--- src/rtl/bin_2_bcd.sv ---
// Sequential binary-to-BCD converter using shift-and-add-3 (double dabble).
// One bit of the operand is consumed per clock; the result appears after IN_WIDTH cycles.
module bin_2_bcd #(
   parameter int IN_WIDTH = 12,
   parameter int DIGITS   = 4
) (
   input  logic                  CLK_i,
   input  logic                  RST_i,
   input  logic                  START_i,
   input  logic [IN_WIDTH-1:0]   IN_i,
   output logic                  BUSY_o,
   output logic                  DONE_o,
   output logic [4*DIGITS-1:0]   OUT_o
);

   localparam int ACC_W  = 4 * DIGITS;
   localparam int WIDE_W = ACC_W + IN_WIDTH;
   localparam int CNT_W  = $clog2(IN_WIDTH + 1);

   typedef enum logic {
      IDLE,
      SHIFT
   } state_e;

   state_e              state_q, state_d;
   logic [IN_WIDTH-1:0] bin_q, bin_d;
   logic [ACC_W-1:0]    acc_q, acc_d;
   logic [CNT_W-1:0]    cnt_q, cnt_d;
   logic [ACC_W-1:0]    out_q, out_d;
   logic                done_q, done_d;

   logic [ACC_W-1:0]    adjusted;
   logic [WIDE_W-1:0]   wide;
   logic [WIDE_W-1:0]   wideShift;

   // Digits >= 5 get +3 so the following doubling carries correctly into the next decade.
   always_comb begin
      adjusted = acc_q;
      for (int d = 0; d < DIGITS; d++) begin
         if (acc_q[4*d +: 4] >= 4'd5) begin
            adjusted[4*d +: 4] = acc_q[4*d +: 4] + 4'd3;
         end
      end
      wide      = {adjusted, bin_q};
      wideShift = wide << 1;
   end

   always_comb begin
      state_d = state_q;
      bin_d   = bin_q;
      acc_d   = acc_q;
      cnt_d   = cnt_q;
      out_d   = out_q;
      done_d  = 1'b0;
      case (state_q)
         IDLE: begin
            if (START_i) begin
               bin_d   = IN_i;
               acc_d   = '0;
               cnt_d   = CNT_W'(IN_WIDTH);
               state_d = SHIFT;
            end
         end
         SHIFT: begin
            acc_d = wideShift[WIDE_W-1:IN_WIDTH];
            bin_d = wideShift[IN_WIDTH-1:0];
            cnt_d = cnt_q - CNT_W'(1);
            // Last shift publishes straight from the shifter so OUT_o never shows partial values.
            if (cnt_q == CNT_W'(1)) begin
               out_d   = wideShift[WIDE_W-1:IN_WIDTH];
               done_d  = 1'b1;
               state_d = IDLE;
            end
         end
         default: begin
            state_d = IDLE;
         end
      endcase
   end

   always_ff @(posedge CLK_i) begin
      if (RST_i) begin
         state_q <= IDLE;
         bin_q   <= '0;
         acc_q   <= '0;
         cnt_q   <= '0;
         out_q   <= '0;
         done_q  <= 1'b0;
      end else begin
         state_q <= state_d;
         bin_q   <= bin_d;
         acc_q   <= acc_d;
         cnt_q   <= cnt_d;
         out_q   <= out_d;
         done_q  <= done_d;
      end
   end

   assign BUSY_o = (state_q == SHIFT);
   assign DONE_o = done_q;
   assign OUT_o  = out_q;

endmodule

--- config.mk ---
export PLATFORM = sky130hd
export DESIGN_NAME = bin_2_bcd
export DESIGN_NICKNAME = d
export VERILOG_FILES = /design/src/rtl/bin_2_bcd.sv
export SDC_FILE = /design/constraint.sdc
export NUM_CORES = 1
export LEC_CHECK = 0
export CORE_UTILIZATION = 57
export DETAILED_ROUTE_END_ITERATION = 7
export PLACE_DENSITY = 0.85
export SLEW_MARGIN = 5
export SYNTH_ARGS = -nofsm -noshare
export SYNTH_HDL_FRONTEND = slang
export SYNTH_SLANG_ARGS = --single-unit
--- constraint.sdc ---
create_clock -name CLK_i -period 2.65 [get_ports CLK_i]
set_input_delay 0.265 -clock CLK_i [delete_from_list [all_inputs] [get_ports CLK_i]]
set_output_delay 0.265 -clock CLK_i [all_outputs]
set_load 0.02 [all_outputs]
==> Word level (Yosys, flattened, before mapping) <==
Index checks and enable logic that the tools add are counted.
{ "op_classes": {"addsub": 5, "eq_ne": 2, "mux": 14, "n_reduce_logical": 2, "bitwise_logic": 1, "order_cmp": 4} }
{ "op_table": {"columns": ["operator", "count"], "rows": [
  ["$pmux 16 s2", 1],
  ["$pmux 12 s2", 1],
  ["$ge 4x3->1 const B", 4],
  ["$mux 16", 1],
  ["$mux 4", 4],
  ["$add 4x2->4 const B", 3],
  ["$mux 12", 1],
  ["$pmux 4 s2", 1],
  ["$eq 4x1->1 const B", 1],
  ["$sub 4x1->4 const B", 1],
  ["$add 3x2->3 const B", 1],
  ["$mux 1", 3],
  ["$mux 3", 1],
  ["$ne 2x2->1 const B", 1],
  ["$pmux 1 s2", 1],
  ["$reduce_and 2->1", 1],
  ["$reduce_or 2->1", 1],
  ["$not 1->1", 1]
]} }
{ "totals": {"regBits": 50, "in_bits": 15, "out_inout_bits": 18, "wordCells": 34} }

==> Logic depth before layout (Yosys ltp) <==
{ "logic_depth": {"ltp_word": 3, "depth_mapped": 8, "depth_no_buf": 7} }

==> Worst setup path after synthesis <==
OpenSTA, ideal clock, no wires.
{ "synth_timing": {"path_type": "reg-to-reg", "from": "register acc_q[0]", "to": "register acc_q[2]", "n_path_buf": 0, "arrival_time_ns": 1.323, "path_stages_with_launch": 7, "required_ns": 2.583, "setup_slack_ns": 1.260, "setup_ns": 0.067, "period_less_slack_ns": 1.390, "path_cell_list": "dfxtp_1 > inv_1 > ha_1 > nand2b_1 > a21o_1 > mux2_4 > o21ai_2"} }
{ "synth_between": {"elab_chain_len": 3, "elab_cells_between_ends": 4, "classes_between": "add/sub (1); order compare (1); mux (2)"} }
{ "synth_lines": {"columns": ["item", "line", "source"], "rows": [
  ["start, declared", "27", "logic [ACC_W-1:0] acc_q, acc_d;"],
  ["start signal, assigned", "85", "acc_q <= '0;"],
  ["start signal, assigned", "92", "acc_q <= acc_d;"],
  ["$add 4x2->4 / $ge 4x3->1 (equally long branches)", "41, 40", null],
  ["$mux 4 *", "40", "if (acc_q[4*d +: 4] >= 4'd5) begin"],
  ["$pmux 16 s2 *", "55", "case (state_q)"]
]} }
Every way passes the cells marked *; elsewhere a longest branch is shown, timed or not.
A chain may end at the register's enable or synchronous reset.

==> Worst setup path in the final report <==
{ "layout_timing": {"from": "register state_q (netlist: BUSY_o)", "to": "output BUSY_o"} }
{ "layout_rtl": {"columns": ["item", "line", "source"], "rows": [
  ["start, declared", "25", "state_e state_q, state_d;"],
  ["start signal, assigned", "90", "state_q <= state_d;"],
  ["end, declared", "11", "output logic BUSY_o,"]
]} }
No word-level cell between the ends.

==> results.yml <==
critical_path:
  r2r_cells: 5
  cp.depth: 1
  cp_cell_sequence: "clkdlybuf4s50_1"
  critPathRequiredTime_ns: 2.38
  start_kind: "flip-flop"
  arrival_ns: 1.50
  critical-path-max-stage-delay_ns: 0.67
  crit_slowest_cell: "clkdlybuf4s50_1"
  path_max_fanout: 11
  worst-setup-path-type: "reg -> out"
  crit_buf_inv: 1
  cp_top_family: "buffers and inverters"
  crit_path_end_kind: "primary output"
route:
  drtAntennaViolNets: 0
  num_vias: 1716
  route.detailed.drc: 0
  drtPass1Iterations: 4
  wl_per_cell_um: 13.2
  routed_wirelength_mm: 4.16
  drtIter0Drc: 102
  viasPerCell: 5.43
floorplanning:
  die-area_sq_mm: 0.00418
  rows: 22
  start_util: 0.602
  core-area_sq_mm: 0.00372
  ios: 33
  die_x_um: 64.7
  die_h_um: 64.7
finish:
  num-nets-final: 292
  fillCellCount: 299
  diodes: 0
  area_growth_pct: 19.6
  fin_util: 0.720
  layout-drive-gt1-share: 0.0821
  postLayoutCellArea_sq_mm: 0.00268
timing:
  layout_setup_ws_ns: 0.881
  report.final.slew_viol_count: 0
  rsz0062_at_grt: "no"
  fin_crit_ns: 1.77
  worst_pin_slew_ns: 0.655
  fin_skew_ns: 0.00804
  hold_viol_final: 0
  max_freq_ghz: 0.565
  period_share: 0.667
  setup_tns_ns: 0
  maxSlewHeadroom: 0.563
  finalSetupViolCount: 0
synth:
  syn_area_sq_mm: 0.00224
  ys.flop_type: "dfxtp_1"
  synth_async_sr_flop_share: 0
  synth_common_cells: "50 x dfxtp_1, 28 x nor2_1, 24 x a21oi_1, 16 x mux2i_1"
  synth_warnings: 0
  synth_edf_count: 0
  synth_top_family_by_area: "compound AO/OA/AOI/OAI gates"
  ys_ff_latch: 50
  synth.avg_cell_area_sq_um: 9.44
  synth_top_area_cell: "dfxtp_1"
  synth.distinct_cells: 31
  ys_top_cells_by_area: "dfxtp_1 45%, mux2i_1 7.2%, ha_1 5.6%"
  yosysMostFrequentCell: "dfxtp_1"
  synthSimpleGateAreaFrac: 0.145
  yosysTopAreaCellShare: 0.447
  synthesis.nets: 262
  synthMuxAreaShare: 0.0783
  yosysSeqAreaShare: 0.447
  syn_inst: 237
  synthAdderAreaFrac: 0.0559
  synth-xor-area-share: 0.0157
  synth-compound-area-share: 0.205
clock_network:
  clock_path_buffers: 2
  postCtsHoldBufs: 0
  cts_resized: 0
  root_buffer: "clkbuf_8"
  cts.sinks: 50
  insertion_delay_ns: 0.30
  path_clk_slew_ns: 0.09
  cts_tree: "built"
  cts_buffers: 5
  post_cts_buffers: 0
  h-tree-depth: 2
power:
  power.total_w: 0.00137
  leakage_nw: 1.02
  power-per-cell-area_mw_per_mm2: 511
  ir_drop_mv: 0.355
grt:
  grt.overflow.total: 0
  antenna_found_initial: 0
  grt_max_degree: 31
  grt_pass1_wl_mm: 7.40
  grt_pass1_vias: 1596
  grtUsageTotal: 0.232
outcome:
  status: "finished, final reports clean"
worst_hold_path:
  hold_class: "reg -> reg"
  hold_path_depth: 1
placement:
  dpl_cell_area_sq_mm: 0.00258
  place_ws_ns: 0.857
  gp_congestion: 0.815
  dp.final_hpwl_mm: 3.00
  io_buffers: 32
flow_run:
  maxCapViolCount: 0
## sequential cells by signal, summed over array words and instances (netlist names)
register and count:
BUSY_o 1, DONE_o 1, cnt_q 4, acc_q 16, OUT_o 16, bin_q 12
## routing by layer
metal,share of wire,global-route usage,vias to the layer above
met1,0.48,0.300,779
met4,0.013,0.0667,0
met5,0,0,-
met3,0.032,0.0581,6
met2,0.48,0.380,29
li1,-,-,902
## final timing paths
| check | start | endpoint | slack, ns |
|---|---|---|---|
| hold / removal | OUT_o[11] | OUT_o[11] | 0.48 |
| hold reg to reg | OUT_o[11] | OUT_o[11] | 0.48 |
| setup reg to reg | BUSY_o | cnt_q[3] | 0.91 |
| setup / recovery | BUSY_o | BUSY_o | 0.88 |
## layout make-up
type	instances	area (sq um)	share of cell area
repair buffers	36	350	0.131
well taps	48	60.1	0.0224
inverters	13	51.3	0.0192
multi-input cells	161	1120	0.418
flip-flops and latches	50	1000	0.374
clock inverters	2	12.5	0.00468
clock buffers	6	82.6	0.0309
## cell usage in the layout, fill, tap and decap left out, drive strengths merged
master / count
a21o: 3
a21oi: 25
a22o: 7
a311oi: 2
a32o: 6
buf: 4
clkbuf: 6
clkdlybuf4s50: 32
clkinv: 1
clkinvlp: 1
dfxtp: 50
ha: 10
inv: 13
mux2: 1
mux2i: 16
nand2: 1
nand2b: 7
nand3: 9
nor2: 31
nor3: 9
nor3b: 7
o21ai: 12
o21ba: 1
o2bb2ai: 9
o31a: 1
xnor2: 4
## logic make-up after synthesis
kind of cell | after synthesis
xor+xnor | 4
flops | 50
compound gates | 66
mux | 17
fa+ha+maj | 10
buf+inv | 26
simple gates | 64
## power by group
group          switching, W  leakage, nW  total [W]  internal, W
Sequential        0.0000168        0.406   0.000787     0.000770
Combinational     0.0000702        0.564   0.000128    0.0000579
Clock              0.000243       0.0472   0.000453     0.000210
Total              0.000330         1.02    0.00137      0.00104
## metrics by stage
step | cells | hold slack [ns]
global route | 316 | 0.499
floorplan | 237 | 0.452
finish | 316 | 0.482
detailed placement | 308 | 0.452
CTS | 316 | 0.482
global placement | 308 | 0.462
Power figures use the tool's default switching activity.
